[config.mk]
export PLATFORM = sky130hd
export DESIGN_NAME = dphy_lane_receiver
export DESIGN_NICKNAME = d
export VERILOG_FILES = /design/src/rtl/dphy_pkg.sv /design/src/rtl/dphy_ddr_capture.sv /design/src/rtl/dphy_lane_receiver.sv
export SDC_FILE = /design/constraint.sdc
export NUM_CORES = 1
export LEC_CHECK = 0
export BUFFER_PORTS_ARGS = -buffer_cell sky130_fd_sc_hd__buf_2
export CORE_MARGIN = 5
export CORE_UTILIZATION = 40
export DETAILED_ROUTE_END_ITERATION = 7
export MAX_ROUTING_LAYER = met4
export PLACE_DENSITY_LB_ADDON = 0.05
export REMOVE_ABC_BUFFERS = 1
export SYNTH_ARGS = -nofsm -noshare
export SYNTH_HDL_FRONTEND = slang
export SYNTH_SLANG_ARGS = --single-unit
export TNS_END_PERCENT = 20
[constraint.sdc]
create_clock -name clock_p -period 1.32 [get_ports clock_p]
set_input_delay 0.132 -clock clock_p [delete_from_list [all_inputs] [get_ports clock_p]]
set_output_delay 0.132 -clock clock_p [all_outputs]
set_load 0.02 [all_outputs]
[src/rtl/dphy_pkg.sv]
// Shared types and helpers for the D-PHY lane receiver and the CSI-2 packet layer above it.
package dphy_pkg;

  localparam logic [7:0] SYNC_BYTE = 8'hB8;

  typedef enum logic {
    HUNT    = 1'b0,
    RECEIVE = 1'b1
  } lane_state_t;

  // One rising edge worth of lane bits, in wire order.
  typedef struct packed {
    logic second;
    logic first;
  } bit_pair_t;

  // CSI-2 packet header ECC: six Hamming parity bits over the 24-bit header, top two bits zero.
  function automatic logic [7:0] csi_ecc(input logic [23:0] d);
    logic [7:0] e;
    e    = 8'h00;
    e[0] = d[0] ^ d[1] ^ d[2] ^ d[4] ^ d[5] ^ d[7] ^ d[10] ^ d[11] ^ d[13] ^ d[16] ^
           d[20] ^ d[21] ^ d[22] ^ d[23];
    e[1] = d[0] ^ d[1] ^ d[3] ^ d[4] ^ d[6] ^ d[8] ^ d[10] ^ d[12] ^ d[14] ^ d[17] ^
           d[20] ^ d[21] ^ d[22] ^ d[23];
    e[2] = d[0] ^ d[2] ^ d[3] ^ d[5] ^ d[6] ^ d[9] ^ d[11] ^ d[12] ^ d[15] ^ d[18] ^
           d[20] ^ d[21] ^ d[22];
    e[3] = d[1] ^ d[2] ^ d[3] ^ d[7] ^ d[8] ^ d[9] ^ d[13] ^ d[14] ^ d[15] ^ d[19] ^
           d[20] ^ d[21] ^ d[23];
    e[4] = d[4] ^ d[5] ^ d[6] ^ d[7] ^ d[8] ^ d[9] ^ d[16] ^ d[17] ^ d[18] ^ d[19] ^
           d[20] ^ d[22] ^ d[23];
    e[5] = d[10] ^ d[11] ^ d[12] ^ d[13] ^ d[14] ^ d[15] ^ d[16] ^ d[17] ^ d[18] ^ d[19] ^
           d[21] ^ d[22] ^ d[23];
    return e;
  endfunction

endpackage

[src/rtl/dphy_ddr_capture.sv]
// DDR front end: holds the falling-edge sample and pairs it with the live lane for the rising edge.
module dphy_ddr_capture
  import dphy_pkg::*;
(
  input  logic      clock_p,
  input  logic      reset,
  input  logic      data_p,
  output bit_pair_t o_pair
);

  logic r_neg;

  always_ff @(negedge clock_p) begin
    if (reset) r_neg <= 1'b0;
    else       r_neg <= data_p;
  end

  // The rising-edge sample is taken by the consumer's flops on the same edge.
  assign o_pair.first  = r_neg;
  assign o_pair.second = data_p;

endmodule

[src/rtl/dphy_lane_receiver.sv]
// Single-lane HS receiver: hunts for the 0xB8 sync after a zero leader, then emits one byte per 4 cycles.
module dphy_lane_receiver
  import dphy_pkg::*;
#(
  parameter int ZERO_ACCUMULATOR_WIDTH = 2
) (
  input  logic       clock_p,
  input  logic       reset,
  input  logic       data_p,
  output logic [7:0] data,
  output logic       enable
);

  localparam int ZERO_TARGET = ZERO_ACCUMULATOR_WIDTH + 3;
  localparam int ACC_W = $clog2(ZERO_TARGET + 1);
  localparam logic [ACC_W-1:0] ACC_MAX = ACC_W'(ZERO_TARGET);

  // enable is a pure one-cycle strobe with no backpressure: data is valid in exactly the enable cycle
  // and holds afterwards until the next strobe.
  lane_state_t      r_state;
  logic [8:2]       r_window;
  logic [3:0]       r_zflag;
  logic [ACC_W-1:0] r_zero_acc;
  logic [1:0]       r_count;
  logic             r_phase;
  logic [7:0]       r_data;
  logic             r_enable;

  bit_pair_t        w_pair;
  logic [8:0]       w_window;
  logic [3:0]       w_zflag_next;
  logic [ACC_W-1:0] w_acc_mid;
  logic [ACC_W-1:0] w_acc_next;
  logic             w_sync0;
  logic             w_sync1;
  logic [7:0]       w_byte;

  dphy_ddr_capture u_capture (
    .clock_p (clock_p),
    .reset   (reset),
    .data_p  (data_p),
    .o_pair  (w_pair)
  );

  // Window bit 8 is the newest (rising-edge) bit; bits [8:7] are live, [6:0] were registered earlier.
  assign w_window = {w_pair.second, w_pair.first, r_window};

  // A flag per bit records whether a full zero run preceded it; only the pattern's first 1 needs it.
  always_comb begin
    w_acc_mid  = (r_zero_acc == ACC_MAX) ? r_zero_acc : r_zero_acc + ACC_W'(1);
    if (w_pair.first) w_acc_mid = '0;
    w_acc_next = (w_acc_mid == ACC_MAX) ? w_acc_mid : w_acc_mid + ACC_W'(1);
    if (w_pair.second) w_acc_next = '0;
    w_zflag_next = {(w_acc_mid == ACC_MAX), (r_zero_acc == ACC_MAX), r_zflag[3:2]};
  end

  // Flag bit 1 lines up with window bit 4 this cycle, flag bit 0 with window bit 3.
  assign w_sync0 = (w_window[8:1] == SYNC_BYTE) && r_zflag[1];
  assign w_sync1 = (w_window[7:0] == SYNC_BYTE) && r_zflag[0];
  assign w_byte  = r_phase ? w_window[7:0] : w_window[8:1];

  always_ff @(posedge clock_p) begin
    if (reset) begin
      r_state    <= HUNT;
      r_window   <= '0;
      r_zflag    <= '0;
      r_zero_acc <= '0;
      r_count    <= 2'd0;
      r_phase    <= 1'b0;
      r_data     <= 8'h00;
      r_enable   <= 1'b0;
    end else begin
      r_window <= w_window[8:2];
      r_zflag  <= w_zflag_next;
      r_enable <= 1'b0;
      case (r_state)
        HUNT: begin
          r_zero_acc <= w_acc_next;
          if (w_sync0 || w_sync1) begin
            r_state <= RECEIVE;
            r_phase <= ~w_sync0;
            r_count <= 2'd0;
          end
        end
        RECEIVE: begin
          r_count <= r_count + 2'd1;
          if (r_count == 2'd3) begin
            r_data   <= w_byte;
            r_enable <= 1'b1;
          end
        end
        default: r_state <= HUNT;
      endcase
    end
  end

  assign data   = r_data;
  assign enable = r_enable;

endmodule

==> results of run 1 <==
-- cell usage after synthesis, types with 3 or more instances --
| library cell | number |
|---|---|
| ha_1 | 3 |
| nor2b_1 | 10 |
| clkbuf_1 | 3 |
| inv_1 | 4 |
| a211oi_1 | 9 |
| a21oi_1 | 3 |
| nor2_1 | 18 |
| mux2i_1 | 9 |
| nand2_1 | 3 |
| dfxtp_1 | 28 |
-- cell families (layout without fill, tap and decap cells) --
group / count (synthesis) / in the layout / share of synthesized area
buffers and inverters: 10 / 33 / 0.04357
AOI/OAI and AO/OA: 22 / 22 / 0.1471
adders and majority gates: 3 / 3 / 0.03268
xor gates and xnor gates: 1 / 1 / 0.007627
muxes: 9 / 9 / 0.07843
DFF: 28 / 28 / 0.4880
and+or+nand+nor: 41 / 41 / 0.2026
-- final timing paths --
path	to	startpoint	slack [ps]	cells past startpoint
hold / removal	r_window[8]	data_p	110	2
setup / recovery	r_zero_acc[1]	u_capture.r_neg	-470	4
hold reg to reg	r_zflag[1]	r_zflag[3]	450	1
setup reg to reg	r_zero_acc[1]	u_capture.r_neg	-470	4
-- layout by cell type (no fill, tap or decap), drive strengths merged, types with 2 or more instances in the layout --
| master | instances |
|---|---|
| a211oi | 9 |
| buf | 24 |
| ha | 3 |
| nand2 | 3 |
| dfxtp | 28 |
| inv | 4 |
| nor3 | 2 |
| a21oi | 4 |
| mux2i | 9 |
| clkbuf | 3 |
| a31o | 2 |
| and4 | 2 |
| nor2 | 18 |
| nor2b | 10 |
-- sequential cells by signal, summed over array words and instances (netlist names) --
name,flops
r_phase,1
r_count,2
r_zero_acc,3
enable,1
data,8
r_window,7
r_zflag,4
r_state,1
u_capture.r_neg,1
-- power by group through the flow --
stage / registers (mW) / logic, mW / clock network [mW]
final: 0.875 / 0.123 / 0.561
after global routing: 0.878 / 0.135 / 0.626
after CTS: 0.875 / 0.117 / 0.583
after detailed placement: 0.892 / 0.108 / 0.00948
after global placement: 0.892 / 0.107 / 0.00948
after floorplan: 0.893 / 0.0514 / 0.00948
-- final cells by class --
| cell class | count | area [um2] |
|---|---|---|
| clock buffers | 3 | 22.52 |
| clock inverters | 2 | 33.78 |
| fillers | 270 | 1349 |
| inverters | 3 | 11.26 |
| multi-input cells | 76 | 561.8 |
| flip-flops and latches | 28 | 561.8 |
| well taps | 31 | 38.79 |
| repair buffers | 25 | 178.9 |
-- metrics by stage --
stage	util	worst slack, ps
after floorplan	-	-478.5
after global placement	0.4750	-426.1
after detailed placement	0.4750	-449.9
after CTS	0.5064	-434.0
after global routing	0.5109	-511.2
final	0.5109	-472.9
-- routing by layer --
metal  routed length, um  global-route usage  vias to the layer above
li1                    -                   -                      445
met1                1035              0.1540                      402
met2                1019              0.1751                       21
met3                 124             0.03375                        4
met4                  27             0.05455                        0
met5                   0                   -                        -
-- timing repair --
item                                   4_1_cts  5_1_grt
buffers inserted                             1        0
endpoints found under the hold margin        1        0
setup endpoints to repair                   11       11
pin swaps                                   11        2
gates resized for setup                      4        3
hold buffers                                 1        0
==> results.tsv, run 1 <==
metric	value	unit
num_vias	872	
place_area	0.001310	mm2
dr.pass1.iters	4	
ios	12	
holdWs	106.8	ps
synth_area_leaders	dfxtp_1 (49%), mux2i_1 (7.8%), a211oi_1 (5.9%), nor2_1 (5.9%), nor2b_1 (5.4%)	
dp.cells	162	
die_w	63.59	um
fin_setup_tns	-3590	ps
h-tree-depth	1	
total_power	1.559	mW
end_kind	flip-flop	
grt_max_degree	18	
wl_per_cell	13.13	um
syn-instance-count	114	
grt_setup_unrepaired	true	
switchingPower	0.3249	mW
grt_use_total	0.1204	
drtIter0Drc	34	
worst-path-buf-inv	1	
clock_skew	59.84	ps
clk_pin_slew_worst_paths	150	ps
p_leak	0.5505	nW
cp_max_fo	4	
async_reset_ff_frac	0	
mappedNetlistArea	0.001149	mm2
setup_ws	-472.9	ps
wl	2206	um
status	finished with violations	
tightest_slew	451.9	ps
path_delay_family	flip-flops	
yosysTopAreaCell	dfxtp_1	
finalNetCount	144	
start_util	0.4165	
crit_type	flip-flop to flip-flop	
ys_warn_count	0	
p_per_area	1107	mW/mm2
placementRows	19	
startpoint_type	flip-flop	
crit_chain	buf_6, nor3_4, a21oi_2, a22o_1	
cap_violations	0	
ys.flop_type	dfxtp_1	
portBuffers	11	
yosysUniqueCellTypes	34	
grt_pass1_wl	3753	um
cpMaxStageDelayCell	dfxtp_2	
ant_nets	0	
final_max_slew_viol_count	0	
finalSetupViolCount	11	
drive_gt1_frac	0.2847	
root_buffer	clkbuf_4	
syn_to_final_growth	22.66	%
grt-ovfl-total	0	
hp-class	primary input to flip-flop	
ir_drop	0.9699	mV
ys_seq_area_frac	0.4880	
clock_sinks	28	
p_seq_frac	0.561	
antenna_found_initial	0	
synth_top_area_frac	0.4880	
p_clk_frac	0.360	
post-route-cell-area	0.001409	mm2
hold_violations	0	
comb_power_share	0.079	
clkLatencyLatePin	380	ps
max_stage_delay	330	ps
internal_power	1.234	mW
post-dp-hpwl	1583	um
synth_edf_count	0	
die-area	0.004043	mm2
globalplace.congestion	0.7730	
cts_tree	built	
ctsLongestPathBuffers	2	
violations	setup timing	
numCtsBuffers	3	
antennaDiodeCount	0	
vias_per_cell	5.190	
slew_headroom	0.6983	
grt_pass1_vias	825	
switching_share	0.2084	
synth_seq_cells	28	
cp.arrival	2030	ps
crit_required	1560	ps
fp.dieH	63.59	um
layoutNonFillerInstCount	168	
coreArea	0.002758	mm2
drc	0	
syn_area_per_cell	10.08	um2
Power figures use the tool's default switching activity.
==> run 2, diff against run 1 <==
- ABC_AREA: default -> 1
- SLEW_MARGIN: default -> 5
==> run 2 against run 1 <==
Against the previous run:
- the run still ends with setup timing left
- cell count up 26%
- clock power is 1% higher
- critical path depth rose by 2
- register-to-register slack better by 80 ps
- global-route usage rose by 2.5 points
- total power up 0.27%
- combinational power is 4% lower
==> results.tsv, run 2 <==
metric	value	unit
synth_common_cells	dfxtp_1 (28), inv_1 (26), nor2_1 (24), nand2_1 (19)	
path_delay_family	flip-flops	
place_area	0.001324	mm2
layout_common_cells	inv_1 (25), dfxtp_1 (25), nor2_1 (24)	
h-tree-depth	1	
ios	12	
mappedNetlistArea	0.001170	mm2
slew_headroom	0.7343	
cpMaxStageDelayCell	dfxtp_2	
antennaDiodeCount	0	
fp.dieH	64.08	um
cap_violations	0	
numCtsBuffers	3	
grt_use_total	0.1451	
syn_to_final_growth	22.67	%
fin_setup_tns	-3448	ps
cp_max_fo	5	
clkLatencyLatePin	370	ps
drive_gt1_frac	0.2444	
yosysUniqueCellTypes	18	
start_util	0.4206	
grt_setup_unrepaired	true	
p_leak	0.7006	nW
tightest_slew	398.1	ps
die_w	64.08	um
die-area	0.004106	mm2
worst-path-buf-inv	1	
clock_sinks	28	
placementRows	19	
yosys.cell_count.top_type	dfxtp_1	
drc	0	
final_max_slew_viol_count	0	
dr.pass1.iters	4	
cts_tree	built	
grt_pass1_wl	4643	um
crit_type	flip-flop to flip-flop	
max_stage_delay	340	ps
largest_reg_flops	8	
coreArea	0.002781	mm2
crit_cells	6	
status	finished with violations	
async_reset_ff_frac	0	
syn-instance-count	156	
cp.arrival	1940	ps
post-dp-hpwl	1852	um
path_common_cell	nand3_1	
hold_path_depth	4	
hp-class	primary input to flip-flop	
ant_nets	0	
clock_skew	54.68	ps
startpoint_type	flip-flop	
grt_max_degree	17	
clk_pin_slew_worst_paths	140	ps
fillers	292	
violations	setup timing	
reg2reg_depth	6	
yosysTopAreaCell	dfxtp_1	
ys_warn_count	0	
regArea	564.3	um2
p_per_area	1089	mW/mm2
crit_required	1550	ps
grt_pass1_vias	1059	
setup_ws	-390.1	ps
synth_seq_cells	28	
ir_drop	0.8553	mV
synth_edf_count	0	
crit_chain	inv_2, o21ai_0, nor2_1, nand3_1, nand3_1, a21oi_1	
drtIter0Drc	25	
num_vias	1047	
post-route-cell-area	0.001435	mm2
grt-ovfl-total	0	
ys.flop_type	dfxtp_1	
end_kind	flip-flop	
antenna_found_initial	0	
syn_area_per_cell	7.499	um2
globalplace.congestion	0.8151	
wl_per_cell	12.35	um
multi_input_area	515.5	um2
synth_area_leaders	dfxtp_1 (48%), inv_1 (8.3%), nor2_1 (7.7%), nand2_1 (6.1%), a21oi_1 (5.1%)	
vias_per_cell	4.962	
portBuffers	11	
synth_top_area_frac	0.4791	
finalNetCount	187	
finalSetupViolCount	11	
ys_seq_area_frac	0.4791	
hold_violations	0	
wl	2606	um
ctsLongestPathBuffers	2	
root_buffer	clkbuf_4	
run 2: routing by layer:
metal  GRT usage  wire [um]  up-vias
li1            -          -      543
met1      0.1884       1308      483
met2      0.2249       1182       17
met3     0.02627         90        4
met4     0.05195         25        0
met5           -          0        -
run 2: layout make-up:
class | instances | area share
Sequential cell | 28 | 0.3932
Multi-Input combinational cell | 96 | 0.3592
Timing Repair Buffer | 25 | 0.1133
Inverter | 26 | 0.06800
Tap cell | 31 | 0.02703
Clock inverter | 2 | 0.02354
Clock buffer | 3 | 0.01569
run 2: what timing repair did:
item,4_1_cts,5_1_grt
hold buffers,0,1
pin swaps,6,0
endpoints found under the setup margin,11,13
endpoints found under the hold margin,0,1
gates resized for setup,10,4
setup buffers,2,0
run 2: worst paths after layout:
| kind | start | endpoint | slack [ps] |
|---|---|---|---|
| max reg2reg | u_capture.r_neg | r_zero_acc[1] | -390 |
| max | u_capture.r_neg | r_zero_acc[1] | -390 |
| min | data_p | r_zero_acc[2] | 120 |
| min reg2reg | r_zflag[2] | r_zflag[0] | 400 |
run 2: kinds of logic after synthesis:
group                      Yosys count  share of synthesized area
buffers and inverters               32                     0.1059
adders and majority gates            3                    0.03209
AOI/OAI and AO/OA                   33                     0.1615
DFF                                 28                     0.4791
and+or+nand+nor                     60                     0.2214
run 2: worst register-to-register path: stages (launching register included):
cell	delay, ps
dfxtp_2	340
inv_2	100
o21ai_0	90
nor2_1	130
nand3_1	110
nand3_1	80
a21oi_1	60
run 2: report_power, final:
group	switching, mW	internal (mW)
sequential	0.0156	0.862
clock	0.257	0.311
combinational	0.0697	0.0481
total	0.342	1.22
run 2: per-stage QoR:
stage | power, mW | hold slack [ps] | cells | util | setup slack [ps]
after CTS | 1.568 | 6.811 | 210 | 0.5083 | -371.6
final | 1.563 | 116.7 | 211 | 0.5160 | -390.1
after detailed placement | 1.003 | 360.2 | 204 | 0.4759 | -416.7
after global placement | 1.002 | 360.9 | 204 | 0.4759 | -381.9
after global routing | 1.638 | 102.2 | 211 | 0.5160 | -488.3
after floorplan | 0.9593 | 194.4 | 151 | - | -324.4
